### src/rtl/ledstrip_frame_sequencer.sv
`default_nettype none
// ============================================================================
// Module   : ledstrip_frame_sequencer
// Brief    : Walks every character glyph LED by LED and streams GRB words to
//            the ws2812b driver, latching on the final pixel of each frame.
// Revision : 1.0 - initial release
// ============================================================================
module ledstrip_frame_sequencer #(
    parameter int NUM_CHARS      = 4,
    parameter int CHAR_LEDS      = 35,
    parameter int REFRESH_CYCLES = 131072
) (
    input  logic                 clk,
    input  logic                 rst_n,
    input  logic                 refresh_en,
    input  logic                 frame_req,
    input  logic                 blank,
    output logic [2:0]           char_sel,
    input  logic [CHAR_LEDS-1:0] glyph,
    input  logic [23:0]          color,
    output logic [23:0]          px_data,
    output logic                 px_valid,
    output logic                 px_latch,
    input  logic                 px_ready,
    output logic                 busy,
    output logic                 frame_done
);

    localparam int                   c_tmr_w    = (REFRESH_CYCLES > 2) ? $clog2(REFRESH_CYCLES) : 1;
    localparam logic [c_tmr_w-1:0]   c_tmr_last = c_tmr_w'(REFRESH_CYCLES - 1);
    localparam logic [c_tmr_w-1:0]   c_tmr_one  = c_tmr_w'(1);
    localparam logic [8:0]           c_total    = 9'(NUM_CHARS * CHAR_LEDS);
    localparam logic [8:0]           c_last_led = 9'(NUM_CHARS * CHAR_LEDS - 1);
    localparam logic [5:0]           c_bit_last = 6'(CHAR_LEDS - 1);
    localparam logic [CHAR_LEDS-1:0] c_glyph_one = CHAR_LEDS'(1);

    localparam logic [2:0] c_st_idle        = 3'd0;
    localparam logic [2:0] c_st_fetch       = 3'd1;
    localparam logic [2:0] c_st_load        = 3'd2;
    localparam logic [2:0] c_st_wait_ready  = 3'd3;
    localparam logic [2:0] c_st_wait_accept = 3'd4;

    logic [2:0]         r_state;
    logic [c_tmr_w-1:0] r_timer;
    logic               r_pending;
    logic [8:0]         r_led_idx;
    logic [5:0]         r_bit_idx;
    logic [2:0]         r_char_sel;
    logic [23:0]        r_px_data;
    logic               r_px_valid;
    logic               r_px_latch;
    logic               r_busy;
    logic               r_frame_done;

    logic w_tick;
    logic w_trigger;
    logic w_glyph_bit;

    assign w_tick      = refresh_en && (r_timer == c_tmr_last);
    assign w_trigger   = w_tick || frame_req;
    assign w_glyph_bit = |(glyph & (c_glyph_one << r_bit_idx));

    assign char_sel   = r_char_sel;
    assign px_data    = r_px_data;
    assign px_valid   = r_px_valid;
    assign px_latch   = r_px_latch;
    assign busy       = r_busy;
    assign frame_done = r_frame_done;

    // Free-running refresh timer; the tick is only honoured when enabled.
    always_ff @(posedge clk or negedge rst_n) begin
        if (!rst_n) begin
            r_timer <= '0;
        end else if (r_timer == c_tmr_last) begin
            r_timer <= '0;
        end else begin
            r_timer <= r_timer + c_tmr_one;
        end
    end

    always_ff @(posedge clk or negedge rst_n) begin
        if (!rst_n) begin
            r_state      <= c_st_idle;
            r_pending    <= 1'b0;
            r_led_idx    <= 9'd0;
            r_bit_idx    <= 6'd0;
            r_char_sel   <= 3'd0;
            r_px_data    <= 24'd0;
            r_px_valid   <= 1'b0;
            r_px_latch   <= 1'b0;
            r_busy       <= 1'b0;
            r_frame_done <= 1'b0;
        end else begin
            r_frame_done <= 1'b0;
            // Triggers during a frame (including its final cycle) collapse into one.
            if (w_trigger && r_busy) begin
                r_pending <= 1'b1;
            end
            case (r_state)
                c_st_idle: begin
                    if (w_trigger || r_pending) begin
                        r_pending  <= 1'b0;
                        r_char_sel <= 3'd0;
                        r_led_idx  <= 9'd0;
                        r_bit_idx  <= 6'd0;
                        r_busy     <= 1'b1;
                        r_state    <= c_st_fetch;
                    end
                end
                c_st_fetch: begin
                    r_state <= c_st_load;
                end
                c_st_load: begin
                    r_px_data  <= (blank || !w_glyph_bit) ? 24'd0 : color;
                    r_px_latch <= (r_led_idx == c_last_led);
                    r_state    <= c_st_wait_ready;
                end
                c_st_wait_ready: begin
                    if (px_ready) begin
                        r_px_valid <= 1'b1;
                        r_led_idx  <= r_led_idx + 9'd1;
                        if (r_bit_idx == c_bit_last) begin
                            r_bit_idx  <= 6'd0;
                            r_char_sel <= r_char_sel + 3'd1;
                        end else begin
                            r_bit_idx <= r_bit_idx + 6'd1;
                        end
                        r_state <= c_st_wait_accept;
                    end
                end
                c_st_wait_accept: begin
                    // Driver drops ready once it has taken the word.
                    if (!px_ready) begin
                        r_px_valid <= 1'b0;
                        r_px_latch <= 1'b0;
                        if (r_led_idx == c_total) begin
                            r_frame_done <= 1'b1;
                            r_busy       <= 1'b0;
                            r_state      <= c_st_idle;
                        end else if (r_bit_idx == 6'd0) begin
                            r_state <= c_st_fetch;
                        end else begin
                            r_state <= c_st_load;
                        end
                    end
                end
                default: begin
                    r_state <= c_st_idle;
                end
            endcase
        end
    end

endmodule
`default_nettype wire
### config.mk
export PLATFORM = sky130hd
export DESIGN_NAME = ledstrip_frame_sequencer
export DESIGN_NICKNAME = d
export VERILOG_FILES = /design/src/rtl/ledstrip_frame_sequencer.sv
export SDC_FILE = /design/constraint.sdc
export NUM_CORES = 1
export LEC_CHECK = 0
export BUFFER_PORTS_ARGS = -buffer_cell sky130_fd_sc_hd__buf_4
export CAP_MARGIN = 10
export CORE_UTILIZATION = 35
export CTS_CLUSTER_DIAMETER = 150
export DETAILED_ROUTE_END_ITERATION = 12
export PLACE_DENSITY = 0.65
export SLEW_MARGIN = 20
export SYNTH_ARGS = -nofsm -noshare
export SYNTH_HDL_FRONTEND = slang
export SYNTH_SLANG_ARGS = --single-unit
export TNS_END_PERCENT = 30
### constraint.sdc
create_clock -name clk -period 2.8 [get_ports clk]
set_input_delay 0.28 -clock clk [delete_from_list [all_inputs] [get_ports clk]]
set_output_delay 0.28 -clock clk [all_outputs]
set_load 0.02 [all_outputs]
-- Word level (Yosys, flattened, before mapping)
Cells that the tools add are included.
- add/subtract/negate cells: 4
- equality and inequality tests: 13
- shift operators: 1
- multiplexer cells: 33
- bitwise gates (word level): 1
- reduce and logical (&&, ||, !) cells: 19
- operators by type and width (cell ; count):
    $and A35 B35 Y35 ; 1
    $reduce_or A35 Y1 ; 1
    $shl A1 B6 Y35 const A ; 1
    $mux W24 ; 1
    $eq A9 B8 Y1 const B ; 2
    $mux W3 ; 6
    $mux W6 ; 3
    $mux W9 ; 2
    $pmux W9 S2 ; 1
    $add A17 B1 Y17 const B ; 1
    $eq A17 B17 Y1 const B ; 1
    $mux W17 ; 1
    $pmux W3 S5 ; 1
    $pmux W6 S2 ; 1
    $mux W1 ; 11
    $ne A2 B2 Y1 const B ; 5
    $add A9 B1 Y9 const B ; 1
    $reduce_and A3 Y1 ; 3
    $reduce_and A4 Y1 ; 2
    $reduce_bool A2 Y1 ; 4
    $add A6 B1 Y6 const B ; 1
    $eq A3 B2 Y1 const B ; 2
    $eq A6 B6 Y1 const B ; 1
    $logic_not A6 Y1 ; 1
    11 further kinds ; 17
- register bits after elaboration: 67
- output and inout bits: 31
- logic and storage cells: 82

-- Logic depth before layout (Yosys ltp)
Gate-level depths: netlist of run 1.
- depth after elaboration: 7
- depth in mapped cells: 13
- gate-level depth less buffers: 11

-- Worst setup path before layout of run 1
OpenSTA, ideal clock, no wires.
- path kind: register -> register
- from: register r_timer[6]
- to: register r_char_sel[0], in the netlist char_sel[0]
- setup time: 125 ps
- arrival time: 2667 ps
- setup slack: 9 ps
- stages on the path, launching flop included: 13
- buffers on the path: 2
- clock period less this slack: 2791 ps
- cell sequence: dfrtp_1 and4_1 and4_1 and3_1 and3_1 ha_1 buf_4 a211o_1 a21boi_4 or2_2 buf_2 nor2_1 mux2_2
- word-level cells in the longest chain between the ends: 6
- ends and longest elaborated chain (element ; line ; RTL):
    start: declaration ; 44 ; logic [c_tmr_w-1:0] r_timer;
    start signal: assignment ; 77 ; r_timer <= r_timer + c_tmr_one;
    $eq A17 B17 Y1 ; 59 ; assign w_tick = refresh_en && (r_timer == c_tmr_last);
    $logic_and A1 B1 Y1 ; 59 ;
    $logic_or A1 B1 Y1 ; 60 ; assign w_trigger = w_tick || frame_req;
    $logic_or A1 B1 Y1 ; 101 ; if (w_trigger || r_pending) begin
    $ne A2 B2 Y1 (no source line) ; n/a ;
    $reduce_and A4 Y1 (no source line) ; n/a ;
    end signal: assignment ; 124 ; r_char_sel <= r_char_sel + 3'd1;
    end: declaration ; 48 ; logic [2:0] r_char_sel;
Every way passes these cells.
A chain may end at the register's enable or synchronous reset.

-- Worst setup path after layout of run 1
- from: register r_timer[8]
- to: register r_led_idx[5]
- word-level cells in the longest chain between the ends: 6
- ends and longest elaborated chain (element ; line ; RTL):
    $eq A17 B17 Y1 ; 59 ;
    $logic_and A1 B1 Y1 ; 59 ;
    $logic_or A1 B1 Y1 ; 60 ;
    $logic_or A1 B1 Y1 ; 101 ;
    $ne A2 B2 Y1 (no source line) ; n/a ;
    $reduce_and A3 Y1 (no source line) ; n/a ;
    end signal: assignment ; 121 ; r_led_idx <= r_led_idx + 9'd1;
    end: declaration ; 46 ; logic [8:0] r_led_idx;
Every way passes these cells.

==> results of run 1 <==
==> report_power, final <==
group | switching [uW] | internal (uW) | leakage, uW
sequential | 196 | 1180 | 0.000872
combinational | 853 | 693 | 0.00113
clock | 371 | 499 | 0.000113
total | 1420 | 2370 | 0.00212
==> cell families (layout without fill, tap and decap cells) <==
logic type                 Yosys count  count (layout)  share of synthesized area (%)
and+or+nand+nor                    115             115                           17.3
AOI/OAI and AO/OA                   74              74                           13.2
DFF                                 67              67                           47.3
muxes                               37              37                           11.1
buffers and inverters               30             133                           3.67
xor gates and xnor gates            14              14                           3.46
adders and majority gates           11              11                           3.88
==> registers in the layout, summed over array words and instances (netlist names) <==
register    flops
px_data        24
r_timer        17
r_led_idx       9
r_bit_idx       6
char_sel        3
r_state         3
busy            1
frame_done      1
px_latch        1
px_valid        1
r_pending       1
==> worst register-to-register path, cell delays in order, from the launching register on <==
cell	delay (ps)
dfrtp_1	370
and4_1	200
and4_4	250
and3_4	190
and3_1	150
ha_1	160
a211o_1	190
a21boi_4	100
or4b_4	540
or3_1	340
a21oi_2	130
==> stage by stage <==
| step | setup slack (ps) | cells |
|---|---|---|
| 2_1_floorplan | 8.59 | 348 |
| 3_3_place_gp | 69.1 | 566 |
| 3_5_place_dp | 6.99 | 566 |
| 4_1_cts | 39.6 | 582 |
| 5_1_grt | -5.05 | 584 |
| 6_report | 114 | 584 |
==> timing repair <==
item                                    in CTS  in global routing
gates resized for setup                      1                  4
buffers inserted                             0                  2
pin swaps                                    0                  3
hold buffers                                 0                  0
endpoints found under the setup margin       1                  4
==> per-layer routing <==
layer  track usage, %  up-vias
met5                0        -
met4             4.29        0
met3             5.15        4
met2             25.4       79
met1             22.2     1425
li1                 -     1437
==> layout by cell type, fill, tap and decap left out, types with 3 or more instances in the layout <==
cell / count
o21ai_0: 15
xor2_1: 6
nand3_1: 18
or2_2: 3
clkinv_2: 3
inv_1: 12
ha_1: 11
nand2_1: 21
xnor2_1: 8
and3_1: 4
clkbuf_8: 9
a21oi_1: 33
mux2_2: 8
mux2i_1: 28
dfrtp_1: 67
and2_1: 4
nor2_1: 30
buf_4: 105
or3_1: 8
==> area by class of cell <==
cell class / count / area (um2) / share of cell area [%]
Sequential cell: 67 / 1680 / 36.0
Inverter: 12 / 45.0 / 0.967
Multi-Input combinational cell: 251 / 1770 / 37.9
Timing Repair Buffer: 105 / 788 / 16.9
Clock buffer: 9 / 124 / 2.66
Tap cell: 133 / 166 / 3.57
Clock inverter: 7 / 92.6 / 1.99
==> path summary, 6_finish.rpt <==
check | end | slack [ps] | depth (start not counted)
worst max-delay path | r_led_idx[5] | 110 | 10
worst min-delay path | r_led_idx[4] | 30 | 1
worst max register to register | r_led_idx[5] | 110 | 10
worst min register to register | r_timer[0] | 460 | 1
max in group asynchronous | r_state[0] | 2200 | 1
min in group clk | px_data[7] | 210 | 3
==> results.ini, run 1 <==
[status]
status = finished clean

[grt]
overflow = 0
grt_pass1_vias = 2900
grt.total_usage_pct = 16.4
antenna_found_initial = 0
grt_max_degree = 68
grt_pass1_wl_um = 13500

[logic_synthesis]
synthArstFlopShare_pct = 100
synth.area.top_cells = dfrtp_1, mux2i_1, a21oi_1
yosys.area.top_type = dfrtp_1
ys_ff_latch = 67
synth_top_area_share_pct = 47.3
post_synth.cell_area_avg_um2 = 10.2
synth_edf_count = 0
ys_dominant_reg_cell = dfrtp_1
synthMostInstantiatedCell = dfrtp_1
synth_fp_nets = 424
syn_area_um2 = 3540
yosys-top-cells-count = dfrtp_1, a21oi_1, nor2_1, mux2i_1, nand2_1
ys_warn_count = 0
synth_seq_area_share_pct = 47.3
synth_cells = 348
synth_cell_types = 57

[clock_tree]
insertion_delay_ps = 340
cts_tree = done
cts_max_path_buffers = 2
numCtsBuffers = 9
clkSlewWorstSetupHoldPaths_ps = 80
htree_levels = 3
clock-sinks = 67
cts-root-buf = clkbuf_8

[floorplanning]
initial_utilization_pct = 36.3
num_rows = 36
die_h_um = 103
die_w_um = 103
coreArea_um2 = 9770
pin_count = 96
die-area_um2 = 10500

[critical_path]
cp-end-kind = register
critical_path.max_fanout = 6
cp_top_family = simple AND/OR/NAND/NOR gates
start_kind = register
path_cells = and4_1, and4_4, and3_4, and3_1, ha_1, a211o_1, a21boi_4, or4b_4, or3_1, a21oi_2
crit-reg2reg-launch = r_timer[8]
worstSetupPathType = register to register
worstPathRequired_ps = 3070
slowest_stage = or4b_4
cp.arrival_ps = 2950
cp_num_buf_inv = 0
crit_path_max_incr_delay_ps = 540
crit_start = r_timer[8]

[power_and_ir_drop]
p_leak_uw = 0.00212
total_power_uw = 3790
peakVddDrop_mv = 0.470
p_per_area_nw_per_um2 = 814

[placed_design]
dpl-instance-area_um2 = 4400
port_buffers = 95
finalWeightedCongestion = 0.787
post-dp-hpwl_um = 5790

[timing]
max_freq_mhz = 372
finalHoldViolCount = 0
post-route-min-period_ps = 2690
slew_violations = 0
fin_skew_ps = 9.74
maxSlewHeadroom_pct = 44.1
finalSetupViolCount = 0
whs_ps = 31.7
fin_setup_tns_ps = 0
post-route-period-util_pct = 95.9
tightest_slew_ps = 839

[final_layout]
drive_above_1_share_pct = 31.9
final_core_util_pct = 47.7
n_antenna_cell = 0
final_net_count = 522
fillCellCount = 902
postLayoutCellArea_um2 = 4660
area_growth_pct = 31.5

[detailed_routing]
top_layer = met4
drt-met1-wl_um = 3740
wl_per_cell_um = 13.9
routed_wl_um = 8120
routed-via-count = 2945
drt_iter0_drc = 88
met3RoutedLength_um = 457
firstDrtPassIters = 4
antenna_left = 0
via_per_inst = 5.04
drc = 0
met2_wirelength_um = 3870

[run]
drv_cap = 0

[worst_hold_path]
min_path_type = primary input to asynchronous set/reset pin

No activity file was read; power rests on OpenSTA's default activity.
==> inputs of run 2 (changes only) <==
- PLACE_DENSITY: 0.65 -> 0.63
- clock period: 2.8 -> 2.9 ns (I/O delays scaled with it)
==> run 2 against run 1 <==
Sequential share of layout area shrank 0.15 points. Die area stayed put. Final cell count grew 0.17%. Critical path type unchanged. Utilization is 0.20 points higher. Sequential power down 4%. Wire length up 0.91%. Total power down 0.89%. Critical endpoint is now r_led_idx[7]. Clock skew hardly changed. Fmax shrank 3.6%.
==> results.ini, run 2 (synthesis gave the netlist of run 1 again) <==
[clock_tree]
numCtsBuffers = 9  ; unchanged
htree_levels = 3  ; unchanged
insertion_delay_ps = 340  ; about the same
clkSlewWorstSetupHoldPaths_ps = 70  ; about the same
cts-root-buf = clkbuf_8
clock-sinks = 67  ; unchanged
cts_max_path_buffers = 2  ; unchanged
cts_tree = done
hold_buffers = 0  ; unchanged

[critical_path]
critPathCapture = r_led_idx[7]
critical_path.max_fanout = 8  ; +2
slowest_stage = or4b_4
crit_start = r_timer[6]
start_kind = register
reg2reg_to = r_led_idx[7]
worstSetupPathType = register to register
cp_num_buf_inv = 0  ; unchanged
cp_top_family = simple AND/OR/NAND/NOR gates
crit-reg2reg-launch = r_timer[6]
path_cells = and4_4, and4_4, and3_1, and3_1, ha_1, a211o_1, a21boi_4, or4b_4, or3_1, a21oi_1
r2r_slack_ps = 110  ; about the same
crit_path_max_incr_delay_ps = 550  ; about the same
path_depth = 10  ; unchanged
rr_worst_depth = 10  ; unchanged
cp-end-kind = register
cp.arrival_ps = 3050  ; +100 ps
worstPathRequired_ps = 3160  ; +90 ps

[timing]
finalSetupViolCount = 0  ; unchanged
post-route-min-period_ps = 2790  ; +102 ps
tightest_slew_ps = 840  ; +1.02 ps
maxSlewHeadroom_pct = 44.0  ; -0.068 points
final.setup.worst_slack_ps = 113  ; -1.58 ps
slew_violations = 0  ; unchanged
max_freq_mhz = 359  ; -3.6%
finalHoldViolCount = 0  ; unchanged
post-route-period-util_pct = 96.1  ; +0.20 points
fin_skew_ps = 10.2  ; +0.422 ps

[final_layout]
seqCellArea_um2 = 1680  ; unchanged
layout_commonest_cell = buf_4
area_growth_pct = 32.0
final_net_count = 523  ; +0.19%
n_antenna_cell = 0  ; unchanged
mostFrequentLayoutCells = buf_4, dfrtp_1, a21oi_1
largest_reg_flops = 24  ; unchanged
final_core_util_pct = 47.9  ; +0.20 points
fillCellCount = 903  ; +0.11%
drive_above_1_share_pct = 31.6  ; -0.29 points
multiInputGateArea_um2 = 1750  ; -0.71%

[status]
status = finished clean

[floorplanning]
die-area_um2 = 10500  ; unchanged
pin_count = 96  ; unchanged
coreArea_um2 = 9770  ; unchanged
die_w_um = 103  ; unchanged
num_rows = 36  ; unchanged
initial_utilization_pct = 36.3  ; unchanged
die_h_um = 103  ; unchanged

[power_and_ir_drop]
p_per_area_nw_per_um2 = 803  ; -1.3%
peakVddDrop_mv = 0.330  ; -30%
total_power_uw = 3760  ; -0.89%
p_leak_uw = 0.00214  ; +0.86%

[worst_hold_path]
min_path_type = primary input to asynchronous set/reset pin

[placed_design]
dp_slack_ps = -30.8  ; -37.8 ps
post-dp-hpwl_um = 5900  ; +1.9%
port_buffers = 95  ; unchanged
finalWeightedCongestion = 0.766  ; -2.6%

[detailed_routing]
firstDrtPassIters = 4  ; unchanged
routed-via-count = 2957  ; +0.41%
wl_per_cell_um = 14.0  ; +0.74%
drt_iter0_drc = 105  ; +19%
via_per_inst = 5.05  ; +0.24%
antenna_left = 0  ; unchanged
drc = 0  ; unchanged
routed_wl_um = 8200  ; +0.91%

[grt]
overflow = 0  ; unchanged
grt.total_usage_pct = 16.4  ; -0.017 points
grt_pass1_wl_um = 13400  ; -0.81%
grt_pass1_vias = 2827  ; -2.5%
antenna_found_initial = 0  ; unchanged
grt_max_degree = 68  ; unchanged

[run]
drv_cap = 0  ; unchanged

run 2: changes by cell type in the layout (fill, tap and decap cells not counted), sizes merged:
cell / previous run / this run
buf: 105 / 106
bufinv: 2 / 3
clkbuf: 9 / 11
clkinv: 5 / 2
run 2: how the worst min path moves through the flow:
stage,start,to,slack [ps]
after floorplan,rst_n,busy,-6
after global placement,r_timer[0],r_timer[0],440
after detailed placement,rst_n,r_led_idx[4],450
after CTS,rst_n,r_led_idx[4],80
after global routing,rst_n,r_led_idx[4],100
final,rst_n,r_led_idx[4],30
run 2: cell type report:
cell class                      count  share of cell area, %
Clock buffer                       11                   3.02
Clock inverter                      5                   2.14
Inverter                           12                  0.963
Multi-Input combinational cell    251                   37.5
Sequential cell                    67                   35.8
Tap cell                          133                   3.56
Timing Repair Buffer              106                   17.0
run 2: repair_timing:
action	in CTS	in global routing
endpoints found under the setup margin	2	5
gates resized for setup	1	2
pin swaps	0	1
buffers inserted	0	4
run 2: per-stage QoR:
| stage | hold WS, ps | TNS (ps) | instances | area [um2] |
|---|---|---|---|---|
| final | 34.5 | 0 | 585 | 4680 |
| after global routing | 97.2 | -0.415 | 585 | 4680 |
| after CTS | 80.8 | 0 | 581 | 4640 |
| after detailed placement | 453 | -40.0 | 565 | 4400 |
| after global placement | 445 | 0 | 565 | 4400 |
| after floorplan | -5.59 | 0 | 348 | 3540 |
run 2: layer usage:
metal / share of wire, % / global-route usage [%] / up-vias
li1: - / - / 1446
met1: 46 / 21.9 / 1422
met2: 47 / 25.2 / 81
met3: 5.8 / 5.90 / 8
met4: 0.68 / 4.29 / 0
met5: 0 / 0 / -
run 2: power breakdown:
group / total [uW] / internal [uW] / switching, uW
clock: 938 / 592 / 346
sequential: 1330 / 1140 / 188
combinational: 1490 / 668 / 824
total: 3760 / 2400 / 1360
